<file path="src/rtl/csr_regfile.sv">
// Machine-mode CSR register file: single-cycle CSR access with a registered response,
// trap/mret bookkeeping for mstatus/mepc/mcause/mtval, and 64-bit cycle/instret counters.
module csr_regfile #(
    parameter logic [31:0] HART_ID    = 32'h0000_0000,
    parameter logic [31:0] MISA_VALUE = 32'h4000_0100
) (
    input  logic        clk,
    input  logic        rst,
    input  logic        csr_req_valid,
    input  logic [1:0]  csr_op,
    input  logic [11:0] csr_addr,
    input  logic [31:0] csr_wdata,
    output logic        csr_rsp_valid,
    output logic [31:0] csr_rdata,
    output logic        csr_illegal,
    input  logic        instr_retire,
    input  logic        trap_valid,
    input  logic [31:0] trap_pc,
    input  logic [31:0] trap_cause,
    input  logic [31:0] trap_tval,
    input  logic        mret_valid,
    output logic [31:0] mtvec_o,
    output logic [31:0] mepc_o,
    output logic        mie_o
);
    localparam logic [1:0] OP_READ  = 2'd0;
    localparam logic [1:0] OP_WRITE = 2'd1;
    localparam logic [1:0] OP_SET   = 2'd2;
    localparam logic [1:0] OP_CLEAR = 2'd3;

    logic        mie_q, mie_d, mpie_q, mpie_d;
    logic [31:0] mtvec_q, mtvec_d, mscratch_q, mscratch_d, mepc_q, mepc_d;
    logic [31:0] mcause_q, mcause_d, mtval_q, mtval_d;
    logic [63:0] mcycle_q, mcycle_d, minstret_q, minstret_d;
    logic        rsp_valid_q, rsp_valid_d, illegal_q, illegal_d;
    logic [31:0] rdata_q, rdata_d;

    logic [31:0] rd_val, new_val;
    logic        legal, read_only, wr_en;

    always_comb begin
        rd_val    = 32'h0;
        legal     = 1'b1;
        read_only = 1'b0;
        case (csr_addr)
            12'h300: rd_val = {19'b0, 2'b11, 3'b0, mpie_q, 3'b0, mie_q, 3'b0};
            12'h301: begin rd_val = MISA_VALUE; read_only = 1'b1; end
            12'h305: rd_val = mtvec_q;
            12'h340: rd_val = mscratch_q;
            12'h341: rd_val = mepc_q;
            12'h342: rd_val = mcause_q;
            12'h343: rd_val = mtval_q;
            12'hB00: rd_val = mcycle_q[31:0];
            12'hB80: rd_val = mcycle_q[63:32];
            12'hB02: rd_val = minstret_q[31:0];
            12'hB82: rd_val = minstret_q[63:32];
            12'hC00: begin rd_val = mcycle_q[31:0]; read_only = 1'b1; end
            12'hF14: begin rd_val = HART_ID; read_only = 1'b1; end
            default: legal = 1'b0;
        endcase

        case (csr_op)
            OP_WRITE: new_val = csr_wdata;
            OP_SET:   new_val = rd_val | csr_wdata;
            OP_CLEAR: new_val = rd_val & ~csr_wdata;
            default:  new_val = rd_val;
        endcase

        wr_en = csr_req_valid && legal && !read_only && (csr_op != OP_READ);

        rsp_valid_d = csr_req_valid;
        illegal_d   = csr_req_valid && (!legal || (read_only && (csr_op != OP_READ)));
        rdata_d     = (csr_req_valid && legal) ? rd_val : 32'h0;

        mie_d      = mie_q;
        mpie_d     = mpie_q;
        mtvec_d    = mtvec_q;
        mscratch_d = mscratch_q;
        mepc_d     = mepc_q;
        mcause_d   = mcause_q;
        mtval_d    = mtval_q;
        mcycle_d   = mcycle_q + 64'd1;
        minstret_d = minstret_q + {63'd0, instr_retire};

        if (wr_en) begin
            case (csr_addr)
                12'h300: begin mie_d = new_val[3]; mpie_d = new_val[7]; end
                12'h305: mtvec_d    = {new_val[31:2], 2'b00};
                12'h340: mscratch_d = new_val;
                12'h341: mepc_d     = {new_val[31:1], 1'b0};
                12'h342: mcause_d   = new_val;
                12'h343: mtval_d    = new_val;
                // A half write replaces the increment; the other half holds without carry.
                12'hB00: mcycle_d   = {mcycle_q[63:32], new_val};
                12'hB80: mcycle_d   = {new_val, mcycle_q[31:0]};
                12'hB02: minstret_d = {minstret_q[63:32], new_val};
                12'hB82: minstret_d = {new_val, minstret_q[31:0]};
                default: ;
            endcase
        end

        // Trap beats mret beats CSR write; counters are not involved.
        if (trap_valid) begin
            mepc_d   = {trap_pc[31:1], 1'b0};
            mcause_d = trap_cause;
            mtval_d  = trap_tval;
            mpie_d   = mie_q;
            mie_d    = 1'b0;
        end else if (mret_valid) begin
            mie_d    = mpie_q;
            mpie_d   = 1'b1;
            mepc_d   = mepc_q;
            mcause_d = mcause_q;
            mtval_d  = mtval_q;
        end
    end

    always_ff @(posedge clk or posedge rst) begin
        if (rst) begin
            mie_q       <= 1'b0;
            mpie_q      <= 1'b0;
            mtvec_q     <= 32'h0;
            mscratch_q  <= 32'h0;
            mepc_q      <= 32'h0;
            mcause_q    <= 32'h0;
            mtval_q     <= 32'h0;
            mcycle_q    <= 64'h0;
            minstret_q  <= 64'h0;
            rsp_valid_q <= 1'b0;
            illegal_q   <= 1'b0;
            rdata_q     <= 32'h0;
        end else begin
            mie_q       <= mie_d;
            mpie_q      <= mpie_d;
            mtvec_q     <= mtvec_d;
            mscratch_q  <= mscratch_d;
            mepc_q      <= mepc_d;
            mcause_q    <= mcause_d;
            mtval_q     <= mtval_d;
            mcycle_q    <= mcycle_d;
            minstret_q  <= minstret_d;
            rsp_valid_q <= rsp_valid_d;
            illegal_q   <= illegal_d;
            rdata_q     <= rdata_d;
        end
    end

    assign csr_rsp_valid = rsp_valid_q;
    assign csr_rdata     = rdata_q;
    assign csr_illegal   = illegal_q;
    assign mtvec_o       = mtvec_q;
    assign mepc_o        = mepc_q;
    assign mie_o         = mie_q;
endmodule

</file>
<file path="config.mk">
export PLATFORM = sky130hd
export DESIGN_NAME = csr_regfile
export DESIGN_NICKNAME = d
export VERILOG_FILES = /design/src/rtl/csr_regfile.sv
export SDC_FILE = /design/constraint.sdc
export NUM_CORES = 1
export LEC_CHECK = 0
export ABC_AREA = 1
export CAP_MARGIN = 10
export CELL_PAD_IN_SITES_DETAIL_PLACEMENT = 1
export CELL_PAD_IN_SITES_GLOBAL_PLACEMENT = 1
export CORE_MARGIN = 4
export CORE_UTILIZATION = 44
export CTS_CLUSTER_DIAMETER = 200
export DETAILED_ROUTE_END_ITERATION = 6
export PLACE_DENSITY = 0.95
export SLEW_MARGIN = 5
export SYNTH_ARGS = -nofsm -noshare
export SYNTH_HDL_FRONTEND = slang
export SYNTH_SLANG_ARGS = --single-unit
</file>
<file path="constraint.sdc">
create_clock -name clk -period 21 [get_ports clk]
set_input_delay 4.2 -clock clk [delete_from_list [all_inputs] [get_ports clk]]
set_output_delay 4.2 -clock clk [all_outputs]
set_load 0.005 [all_outputs]
</file>
==> report_table.html, run 1 <==
<table>
<tr><th>Metric</th><th>Value</th></tr>
<tr><th colspan="2">Outcome</th></tr>
<tr><td>Outcome</td><td>finished, final reports clean</td></tr>
<tr><th colspan="2">Pwr</th></tr>
<tr><td>Power density cells</td><td>63.4 mW/mm2</td></tr>
<tr><td>Clock network fraction of design power</td><td>0.453</td></tr>
<tr><td>Switching share of power</td><td>0.297</td></tr>
<tr><td>P_int</td><td>1.14 mW</td></tr>
<tr><td>Combinational group share of total power</td><td>0.127</td></tr>
<tr><td>Static power due to leakage</td><td>12.7 nW</td></tr>
<tr><td>Switching power summed over all nets</td><td>0.480 mW</td></tr>
<tr><td>IR drop worst, VDD</td><td>0.0472 mV</td></tr>
<tr><td>Share of total power in sequential cells</td><td>0.420</td></tr>
<tr><th colspan="2">STA</th></tr>
<tr><td>Setup repair after global routing missed its margin</td><td>false</td></tr>
<tr><td>Time the worst path needs with I/O delays and setup</td><td>8.67 ns</td></tr>
<tr><td>Final Hold Fails</td><td>0</td></tr>
<tr><td>Final max-slew violation count</td><td>0</td></tr>
<tr><td>Final-layout setup total negative slack</td><td>0 ns</td></tr>
<tr><td>Final setup violating endpoints</td><td>0</td></tr>
<tr><td>Highest attainable clock frequency</td><td>0.115 GHz</td></tr>
<tr><td>Final period utilization</td><td>0.413</td></tr>
<tr><td>Worst slew margin</td><td>0.241</td></tr>
<tr><td>Worst-Margin Slew</td><td>1.14 ns</td></tr>
<tr><td>Worst-case clock skew</td><td>0.0304 ns</td></tr>
<tr><th colspan="2">Placement</th></tr>
<tr><td>Detailed placement HPWL</td><td>86,200 um</td></tr>
<tr><td>Port Buffers</td><td>242</td></tr>
<tr><td>Post-Place Cells</td><td>4,079</td></tr>
<tr><td>Final weighted congestion in routability-driven placement</td><td>1.06</td></tr>
<tr><th colspan="2">Floorplan</th></tr>
<tr><td>I/O pins</td><td>247</td></tr>
<tr><td>Die Area</td><td>0.0523 mm2</td></tr>
<tr><td>Area of the placeable core</td><td>0.0479 mm2</td></tr>
<tr><td>Initial cell density of the core</td><td>0.447</td></tr>
<tr><td>Die outline height</td><td>229 um</td></tr>
<tr><td>Standard-cell row count</td><td>80</td></tr>
<tr><td>Floorplan die width</td><td>229 um</td></tr>
<tr><th colspan="2">Yosys</th></tr>
<tr><td>Area share of xor/xnor cells in the synthesized design</td><td>0.0286</td></tr>
<tr><td>Yosys warns</td><td>0</td></tr>
<tr><td>Share of the synthesized area in the top cell type</td><td>0.375</td></tr>
<tr><td>Number of flops mapped to enable cells by yosys</td><td>0</td></tr>
<tr><td>Combined area of all synthesized cells</td><td>0.0214 mm2</td></tr>
<tr><td>Fraction of the mapped netlist area in simple logic gates</td><td>0.457</td></tr>
<tr><td>Number of distinct standard cells referenced by the synthesized netlist</td><td>38</td></tr>
<tr><td>Syn_area_per_cell</td><td>6.42 um2</td></tr>
<tr><td>Main area contributors after synthesis</td><td>sky130_fd_sc_hd__dfrtp_1 37%, sky130_fd_sc_hd__nand2_1 23%, sky130_fd_sc_hd__nand3_1 9.7%, sky130_fd_sc_hd__nor2_1 5.5%, sky130_fd_sc_hd__inv_1 4.6%</td></tr>
<tr><td>Largest family of logic cells by synthesized area</td><td>simple AND/OR/NAND/NOR gates</td></tr>
<tr><td>Flop and latch count out of synthesis</td><td>321</td></tr>
<tr><td>Cells after Synth</td><td>3,336</td></tr>
<tr><td>Most used flip-flop cell after synthesis</td><td>sky130_fd_sc_hd__dfrtp_1</td></tr>
<tr><td>Sequential area share after synthesis</td><td>0.375</td></tr>
<tr><td>Portion of netlist area occupied by mux cells</td><td>0</td></tr>
<tr><td>Synthesized-area fraction occupied by ao, oa, aoi and oai cells</td><td>0.0550</td></tr>
<tr><td>Adder-cell share of the synthesized area</td><td>0.00175</td></tr>
<tr><td>Yosys top cell by area</td><td>sky130_fd_sc_hd__dfrtp_1</td></tr>
<tr><td>Proportion of register bits with asynchronous set or reset after synthesis</td><td>1.00</td></tr>
<tr><th colspan="2">Job</th></tr>
<tr><td>Max capacitance violation total</td><td>0</td></tr>
<tr><th colspan="2">Global route</th></tr>
<tr><td>Remaining Overflow, GRT</td><td>0</td></tr>
<tr><td>Number of global-route vias before repair</td><td>25.9k</td></tr>
<tr><td>Antenna violations before repair</td><td>9</td></tr>
<tr><td>Global-route layer with the greatest usage</td><td>met2</td></tr>
<tr><td>Global routing usage on met2</td><td>0.635</td></tr>
<tr><td>GRT Overall Usage</td><td>0.437</td></tr>
<tr><td>Global-route met3 utilization</td><td>0.137</td></tr>
<tr><td>Largest net degree at the start of global routing</td><td>154</td></tr>
<tr><td>Met1 capacity usage during global routing</td><td>0.542</td></tr>
<tr><td>Wire length of the first global-routing pass</td><td>171,000 um</td></tr>
<tr><th colspan="2">Clock tree</th></tr>
<tr><td>Insertion delay to the later sink of the worst-skew pair</td><td>0.60 ns</td></tr>
<tr><td>Clock root cell</td><td>sky130_fd_sc_hd__clkbuf_16</td></tr>
<tr><td>Deepest clock path buffer count</td><td>3</td></tr>
<tr><td>Number of gates given a new drive strength after cts</td><td>0</td></tr>
<tr><td>H-tree depth</td><td>2</td></tr>
<tr><td>Number of buffers added by the clock tree synthesis step</td><td>40</td></tr>
<tr><td>Post-cts hold buffer count</td><td>0</td></tr>
<tr><td>Setup Fix Bufs, Post-CTS</td><td>0</td></tr>
<tr><td>CTS tree</td><td>done</td></tr>
<tr><td>Sink count of the clock tree</td><td>321</td></tr>
<tr><td>Clock-pin transition on the worst setup and hold timing paths</td><td>0.06 ns</td></tr>
<tr><th colspan="2">Routing</th></tr>
<tr><td>Total via count in the routed design</td><td>26.0k</td></tr>
<tr><td>Avg Vias per Cell</td><td>6.24</td></tr>
<tr><td>Antenna Violating Nets Remaining</td><td>0</td></tr>
<tr><td>TritonRoute pass-1 iters</td><td>6</td></tr>
<tr><td>Detail-routed net length per standard cell</td><td>28.4 um</td></tr>
<tr><td>Starting DRT DRC Count</td><td>3,456</td></tr>
<tr><td>Overall routed net length</td><td>118,000 um</td></tr>
<tr><td>Post-detailed-route DRC marker count</td><td>0</td></tr>
<tr><th colspan="2">Setup path</th></tr>
<tr><td>Critical path arrival</td><td>9.20 ns</td></tr>
<tr><td>Register-to-Register Path Depth</td><td>13</td></tr>
<tr><td>Capture instance of the worst register-to-register path</td><td>minstret_q[56]$_DFFE_PP0P_</td></tr>
<tr><td>Sort of element at the end of the critical path</td><td>flip-flop</td></tr>
<tr><td>Launching point of the worst reg2reg path</td><td>minstret_q[0]$_DFFE_PP0P_</td></tr>
<tr><td>Setup Crit Path Kind</td><td>in -&gt; reg</td></tr>
<tr><td>Required time at the worst-slack endpoint</td><td>21.53 ns</td></tr>
<tr><td>Largest fanout of any net on the critical path</td><td>44</td></tr>
<tr><td>Minimum setup slack among reg-to-reg paths</td><td>18.01 ns</td></tr>
<tr><td>Launching element type of the critical path</td><td>input port</td></tr>
<tr><th colspan="2">Cells and area</th></tr>
<tr><td>Most common cell after layout, fill and taps aside</td><td>sky130_fd_sc_hd__nand2_1</td></tr>
<tr><td>Util after Layout</td><td>0.532</td></tr>
<tr><td>Commonest cells after routing, fill and taps aside</td><td>1,340 x sky130_fd_sc_hd__nand2_1, 416 x sky130_fd_sc_hd__nand3_1, 321 x sky130_fd_sc_hd__dfrtp_1</td></tr>
<tr><td>Final layout net count</td><td>3,657</td></tr>
<tr><td>Fraction of final layout cells sized beyond drive strength 1</td><td>0.0498</td></tr>
<tr><td>Post-layout instance count excluding filler cells</td><td>4,160</td></tr>
<tr><td>Area delta synth-&gt;final</td><td>19.1%</td></tr>
<tr><th colspan="2">Hold path</th></tr>
<tr><td>Worst hold stages</td><td>2</td></tr>
<tr><td>Class of the tightest hold or removal check</td><td>reg -&gt; reg</td></tr>
<tr><td>Endpoint with the worst hold slack</td><td>mscratch_q[29]$_DFFE_PP0P_</td></tr>
<tr><td>Worst Min Path Start</td><td>mscratch_q[29]$_DFFE_PP0P_</td></tr>
</table>
cell type report:
| type | count | area, um2 |
|---|---|---|
| Multi-Input combinational cell | 2591 | 11600 |
| Clock inverter | 18 | 228 |
| Fill cell | 6396 | 22400 |
| Clock buffer | 54 | 1100 |
| Timing Repair Buffer | 273 | 2670 |
| Tap cell | 615 | 769 |
| Sequential cell | 321 | 8030 |
| Inverter | 279 | 1060 |
| Antenna cell | 9 | 22.5 |
worst max-delay path: stages:
cell	delay, ns
sky130_fd_sc_hd__clkdlybuf4s50_1	0.61
sky130_fd_sc_hd__nand2_2	0.15
sky130_fd_sc_hd__nor2_2	0.35
sky130_fd_sc_hd__buf_4	0.45
sky130_fd_sc_hd__nand3_1	0.64
sky130_fd_sc_hd__nand2_1	0.24
sky130_fd_sc_hd__nor2_1	0.10
sky130_fd_sc_hd__nand3_4	0.18
sky130_fd_sc_hd__nand3_2	0.75
sky130_fd_sc_hd__inv_2	1.10
sky130_fd_sc_hd__nand2_1	0.13
sky130_fd_sc_hd__nand3_1	0.12
sky130_fd_sc_hd__nand2_1	0.07
sky130_fd_sc_hd__inv_1	0.05
cells by family (layout without fill, tap and decap cells):
logic type                 Yosys count  after routing
buffers and inverters              426            624
adders and majority gates            3              3
AOI/OAI and AO/OA                  211            211
and+or+nand+nor                   2304           2304
xor gates and xnor gates            70             70
other                                1             12
DFF                                321            321
layer usage:
layer | part of all wire | vias to the layer above | routed length [um]
met1 | 0.36 | 12600 | 43000
li1 | - | 11000 | -
met3 | 0.13 | 525 | 14900
met5 | 0 | - | 0
met2 | 0.41 | 1822 | 48900
met4 | 0.096 | 0 | 11300
flip-flops by register name, summed over array words and instances (netlist names):
signal / cells
csr_rsp_valid: 1
mscratch_q: 32
mcause_q: 32
mcycle_q: 64
mtval_q: 32
mepc_o: 31
mpie_q: 1
csr_illegal: 1
minstret_q: 64
csr_rdata: 32
mie_o: 1
mtvec_o: 30
stage by stage:
stage | area (um2) | total power, mW | hold slack [ns] | setup WS [ns]
after floorplan | 21400 | 0.774 | 0.443 | 7.92
after global placement | 24200 | 0.875 | 0.454 | 12.13
after detailed placement | 24200 | 0.885 | 0.460 | 12.09
after CTS | 25500 | 1.61 | 0.474 | 12.61
after global routing | 25500 | 1.66 | 0.513 | 12.27
final | 25500 | 1.62 | 0.476 | 12.33
synth_stat cells (3+ instances only):
cell and number:
sky130_fd_sc_hd__o21ai_0 106, sky130_fd_sc_hd__nand3b_1 5, sky130_fd_sc_hd__nand3_1 416, sky130_fd_sc_hd__nor4_1 8, sky130_fd_sc_hd__nand3_2 7, sky130_fd_sc_hd__nand4_1 91
sky130_fd_sc_hd__clkbuf_1 40, sky130_fd_sc_hd__buf_4 23, sky130_fd_sc_hd__ha_1 3, sky130_fd_sc_hd__or2_2 8, sky130_fd_sc_hd__nand2_1 1340, sky130_fd_sc_hd__xnor2_1 16
sky130_fd_sc_hd__inv_1 265, sky130_fd_sc_hd__a21oi_1 26, sky130_fd_sc_hd__inv_2 14, sky130_fd_sc_hd__dfrtp_1 321, sky130_fd_sc_hd__o211ai_1 39, sky130_fd_sc_hd__buf_2 71
sky130_fd_sc_hd__o21ai_1 27, sky130_fd_sc_hd__nor3_1 60, sky130_fd_sc_hd__nor2_4 7, sky130_fd_sc_hd__o22ai_1 9, sky130_fd_sc_hd__nor2_2 12, sky130_fd_sc_hd__xor2_1 54
sky130_fd_sc_hd__nand2_2 25, sky130_fd_sc_hd__buf_1 13, sky130_fd_sc_hd__and2_1 3, sky130_fd_sc_hd__nor2_1 314
power by group through the flow:
stage	clock network, mW	logic, mW	registers (mW)
after global placement	0	0.189	0.686
after floorplan	0	0.0961	0.678
after detailed placement	0	0.197	0.688
after CTS	0.731	0.199	0.677
final	0.733	0.206	0.680
after global routing	0.758	0.217	0.682
worst max path at each step:
| stage | startpoint | endpoint | slack (ns) | depth (start not counted) |
|---|---|---|---|---|
| 2_1_floorplan | rst | csr_illegal$_DFF_PP0_ | 7.92 | 1 |
| 3_3_place_gp | csr_addr[8] | mcycle_q[43]$_DFFE_PP0P_ | 12.13 | 14 |
| 3_5_place_dp | csr_addr[8] | mcycle_q[2]$_DFFE_PP0P_ | 12.09 | 13 |
| 4_1_cts | csr_addr[8] | mcycle_q[33]$_DFFE_PP0P_ | 12.61 | 14 |
| 5_1_grt | csr_addr[8] | mcycle_q[43]$_DFFE_PP0P_ | 12.27 | 14 |
| 6_report | csr_addr[8] | mcycle_q[33]$_DFFE_PP0P_ | 12.33 | 14 |
No activity file was read; power rests on OpenSTA's default activity.
==> run 2, diff against run 1 <==
- CORE_UTILIZATION: 44 -> 41
- PLACE_DENSITY: 0.95 -> 0.9
- clock period: 21 -> 8.03 ns (I/O delays scaled with it)
==> run 2 against run 1 <==
Net effect:
- clock power grew to 2.6 times the previous value
- sequential cell count stayed put
- register-to-register slack got worse by 13 ns
- highest routed layer is now met5
==> report_table.html, run 2 (synthesized netlist as in run 1, its figures left out) <==
<table>
<tr><th>Metric</th><th>Value</th></tr>
<tr><th colspan="2">Hold path</th></tr>
<tr><td>Worst Min Path Start</td><td>mscratch_q[2]$_DFFE_PP0P_</td></tr>
<tr><td>Endpoint with the worst hold slack</td><td>mscratch_q[2]$_DFFE_PP0P_</td></tr>
<tr><td>Class of the tightest hold or removal check</td><td>reg -&gt; reg</td></tr>
<tr><td>Worst hold stages</td><td>2 (unchanged)</td></tr>
<tr><th colspan="2">Placement</th></tr>
<tr><td>Port Buffers</td><td>242 (unchanged)</td></tr>
<tr><td>Instance area after placement</td><td>0.0243 mm2 (+0.42%)</td></tr>
<tr><td>Final weighted congestion in routability-driven placement</td><td>1.07 (+0.94%)</td></tr>
<tr><td>Detailed placement HPWL</td><td>85,300 um (-1.0%)</td></tr>
<tr><td>Post-Place Cells</td><td>4,148 (+1.7%)</td></tr>
<tr><th colspan="2">Cells and area</th></tr>
<tr><td>Util after Layout</td><td>0.497 (-0.0352)</td></tr>
<tr><td>Post-layout instance count excluding filler cells</td><td>4,228 (+1.6%)</td></tr>
<tr><td>Fraction of final layout cells sized beyond drive strength 1</td><td>0.0494 (-0.000353)</td></tr>
<tr><td>Commonest cells after routing, fill and taps aside</td><td>1,340 x sky130_fd_sc_hd__nand2_1, 416 x sky130_fd_sc_hd__nand3_1, 321 x sky130_fd_sc_hd__dfrtp_1</td></tr>
<tr><td>Most common cell after layout, fill and taps aside</td><td>sky130_fd_sc_hd__nand2_1</td></tr>
<tr><td>Final layout net count</td><td>3,661 (+0.11%)</td></tr>
<tr><td>Regs by FF count</td><td>mcycle_q (64), minstret_q (64)</td></tr>
<tr><td>Area delta synth-&gt;final</td><td>19.5%</td></tr>
<tr><td>Fillers</td><td>6,924 (+8.3%)</td></tr>
<tr><td>Post-layout instance area</td><td>0.0256 mm2 (+0.32%)</td></tr>
<tr><th colspan="2">Clock tree</th></tr>
<tr><td>Sink count of the clock tree</td><td>321 (unchanged)</td></tr>
<tr><td>Insertion delay to the later sink of the worst-skew pair</td><td>0.59 ns (about the same)</td></tr>
<tr><td>Deepest clock path buffer count</td><td>3 (unchanged)</td></tr>
<tr><td>Setup Fix Bufs, Post-CTS</td><td>0 (unchanged)</td></tr>
<tr><td>Number of buffers added by the clock tree synthesis step</td><td>40 (unchanged)</td></tr>
<tr><td>H-tree depth</td><td>2 (unchanged)</td></tr>
<tr><td>CTS tree</td><td>done</td></tr>
<tr><td>Post-cts hold buffer count</td><td>0 (unchanged)</td></tr>
<tr><td>Clock-pin transition on the worst setup and hold timing paths</td><td>0.06 ns (about the same)</td></tr>
<tr><td>Clock root cell</td><td>sky130_fd_sc_hd__clkbuf_16</td></tr>
<tr><td>Number of gates given a new drive strength after cts</td><td>0 (unchanged)</td></tr>
<tr><th colspan="2">Pwr</th></tr>
<tr><td>Switching power summed over all nets</td><td>1.23 mW (+160%)</td></tr>
<tr><td>Clock network fraction of design power</td><td>0.450 (-0.003)</td></tr>
<tr><td>Static power due to leakage</td><td>12.7 nW (about the same)</td></tr>
<tr><td>IR drop worst, VDD</td><td>0.134 mV (+180%)</td></tr>
<tr><td>Switching share of power</td><td>0.292 (-0.00441)</td></tr>
<tr><td>Power density cells</td><td>164 mW/mm2 (+160%)</td></tr>
<tr><td>Combinational group share of total power</td><td>0.127 (about the same)</td></tr>
<tr><td>P_int</td><td>2.98 mW (+160%)</td></tr>
<tr><td>Share of total power in sequential cells</td><td>0.423 (+0.003)</td></tr>
<tr><th colspan="2">Job</th></tr>
<tr><td>Max capacitance violation total</td><td>0 (unchanged)</td></tr>
<tr><th colspan="2">Routing</th></tr>
<tr><td>Post-detailed-route DRC marker count</td><td>0 (unchanged)</td></tr>
<tr><td>Detail-routed net length per standard cell</td><td>27.4 um (-3.4%)</td></tr>
<tr><td>Antenna Violating Nets Remaining</td><td>0 (unchanged)</td></tr>
<tr><td>Starting DRT DRC Count</td><td>3,543 (+2.5%)</td></tr>
<tr><td>Overall routed net length</td><td>116,000 um (-1.9%)</td></tr>
<tr><td>Avg Vias per Cell</td><td>6.10 (-2.3%)</td></tr>
<tr><td>TritonRoute pass-1 iters</td><td>7 (+1)</td></tr>
<tr><td>Total via count in the routed design</td><td>25.8k (-0.75%)</td></tr>
<tr><th colspan="2">Setup path</th></tr>
<tr><td>Sort of element at the end of the critical path</td><td>flip-flop</td></tr>
<tr><td>Dominant cell type by count on the critical path</td><td>sky130_fd_sc_hd__nand2_1</td></tr>
<tr><td>Minimum setup slack among reg-to-reg paths</td><td>5.07 ns (-12.94 ns)</td></tr>
<tr><td>Launching element type of the critical path</td><td>input port</td></tr>
<tr><td>Required time at the worst-slack endpoint</td><td>8.54 ns (-12.99 ns)</td></tr>
<tr><td>Register-to-Register Path Depth</td><td>13 (unchanged)</td></tr>
<tr><td>Critical path arrival</td><td>6.09 ns (-3.11 ns)</td></tr>
<tr><td>Launching point of the worst reg2reg path</td><td>minstret_q[0]$_DFFE_PP0P_</td></tr>
<tr><td>Sequence of cells on the critical path</td><td>clkdlybuf4s50_1 -&gt; nor2_1 -&gt; nand2_2 -&gt; nor2_2 -&gt; buf_4 -&gt; nand2_1 -&gt; o21ai_0 -&gt; nor2_1 -&gt; nand3_1 -&gt; nand2_1 -&gt; nand2_2 -&gt; nand2_1 -&gt; nand2_1 -&gt; nand2_1 -&gt; nand2_1</td></tr>
<tr><td>Setup Crit Path Kind</td><td>in -&gt; reg</td></tr>
<tr><td>Max stage delay cell, worst path</td><td>sky130_fd_sc_hd__o21ai_0</td></tr>
<tr><td>Crit path largest cell delay</td><td>1.08 ns (-0.02 ns)</td></tr>
<tr><td>Capture instance of the worst register-to-register path</td><td>minstret_q[60]$_DFFE_PP0P_</td></tr>
<tr><td>Largest fanout of any net on the critical path</td><td>24 (-45%)</td></tr>
<tr><th colspan="2">Floorplan</th></tr>
<tr><td>Die outline height</td><td>237 um (+3.5%)</td></tr>
<tr><td>Area of the placeable core</td><td>0.0515 mm2 (+7.4%)</td></tr>
<tr><td>Initial cell density of the core</td><td>0.416 (-0.0309)</td></tr>
<tr><td>I/O pins</td><td>247 (unchanged)</td></tr>
<tr><td>Standard-cell row count</td><td>83 (+3.8%)</td></tr>
<tr><td>Floorplan die width</td><td>237 um (+3.5%)</td></tr>
<tr><td>Die Area</td><td>0.0560 mm2 (+7.1%)</td></tr>
<tr><th colspan="2">Global route</th></tr>
<tr><td>GRT Overall Usage</td><td>0.401 (-0.0364)</td></tr>
<tr><td>Remaining Overflow, GRT</td><td>0 (unchanged)</td></tr>
<tr><td>Largest net degree at the start of global routing</td><td>165 (+7.1%)</td></tr>
<tr><td>Wire length of the first global-routing pass</td><td>168,000 um (-1.4%)</td></tr>
<tr><td>Antenna violations before repair</td><td>11 (+2)</td></tr>
<tr><td>Number of global-route vias before repair</td><td>25.5k (-1.3%)</td></tr>
<tr><th colspan="2">STA</th></tr>
<tr><td>Worst-case clock skew</td><td>0.0269 ns (-0.00345 ns)</td></tr>
<tr><td>Final period utilization</td><td>0.694</td></tr>
<tr><td>Setup repair after global routing missed its margin</td><td>false</td></tr>
<tr><td>Worst hold slack</td><td>0.482 ns (+0.00600 ns)</td></tr>
<tr><td>Worst slew margin</td><td>0.170 (-0.0714)</td></tr>
<tr><td>Final max-slew violation count</td><td>0 (unchanged)</td></tr>
<tr><td>Highest attainable clock frequency</td><td>0.179 GHz</td></tr>
<tr><td>Final-layout setup total negative slack</td><td>0 ns (unchanged)</td></tr>
<tr><td>Time the worst path needs with I/O delays and setup</td><td>5.57 ns</td></tr>
<tr><td>Worst-Margin Slew</td><td>1.24 ns (+0.107 ns)</td></tr>
<tr><td>Final Hold Fails</td><td>0 (unchanged)</td></tr>
<tr><td>Final setup violating endpoints</td><td>0 (unchanged)</td></tr>
<tr><th colspan="2">Outcome</th></tr>
<tr><td>Outcome</td><td>finished, final reports clean</td></tr>
</table>
==> run 2: cell types whose count changed in the layout (fill, tap and decap cells not counted), moves of 2 or more <==
cell / before / now
sky130_fd_sc_hd__buf_4: 31 / 35
sky130_fd_sc_hd__clkbuf_1: 9 / 16
sky130_fd_sc_hd__clkbuf_8: 5 / 9
sky130_fd_sc_hd__clkinv_2: 9 / 2
sky130_fd_sc_hd__clkinvlp_4: 0 / 2
sky130_fd_sc_hd__diode_2: 9 / 7
==> run 2: how the worst max path moves through the flow <==
stage | from | cells past startpoint | slack (ns) | to
2_1_floorplan | rst | 1 | 2.14 | csr_illegal$_DFF_PP0_
3_3_place_gp | csr_addr[7] | 17 | 2.47 | mcause_q[18]$_DFFE_PP0P_
3_5_place_dp | csr_addr[4] | 15 | 2.46 | mepc_o[17]$_DFFE_PP0P_
4_1_cts | csr_addr[4] | 15 | 2.96 | mcause_q[12]$_DFFE_PP0P_
5_1_grt | csr_addr[4] | 15 | 2.34 | mepc_o[17]$_DFFE_PP0P_
6_report | csr_addr[4] | 15 | 2.46 | mepc_o[17]$_DFFE_PP0P_
==> run 2: metrics by stage <==
stage          setup WS [ns]  total power [mW]
6_report                2.46              4.21
5_1_grt                 2.34              4.31
4_1_cts                 2.96              4.18
3_5_place_dp            2.46              2.32
3_3_place_gp            2.47              2.29
2_1_floorplan           2.14              2.02
==> run 2: cell type report <==
cell class                      count  area [um2]  area share
Antenna cell                        7        17.5    0.000684
Clock buffer                       65        1180      0.0463
Clock inverter                      8         133     0.00518
Inverter                          279        1050      0.0411
Multi-Input combinational cell   2591       11600       0.455
Sequential cell                   321        8030       0.314
Tap cell                          680         851      0.0332
Timing Repair Buffer              277        2700       0.105
==> run 2: routing by layer <==
layer	vias to the layer above	share of wire	global-route usage
li1	11000	-	-
met1	12500	0.37	0.506
met2	1777	0.42	0.589
met3	488	0.12	0.114
met4	6	0.090	0.285
met5	-	0.00033	0.00693
==> run 2: power groups by stage <==
stage	Sequential, mW	Combinational, mW	Clock (mW)
final	1.78	0.535	1.90
after global placement	1.80	0.495	0
after CTS	1.78	0.520	1.89
after detailed placement	1.80	0.516	0
after global routing	1.79	0.567	1.95
after floorplan	1.77	0.252	0
==> run 2: critical path: cells and delay by family <==
kind | cells | cell delay, ns
buffers and inverters | 2 | 0.82
AO/OA/AOI/OAI | 1 | 1.08
AND/OR/NAND/NOR | 12 | 2.56
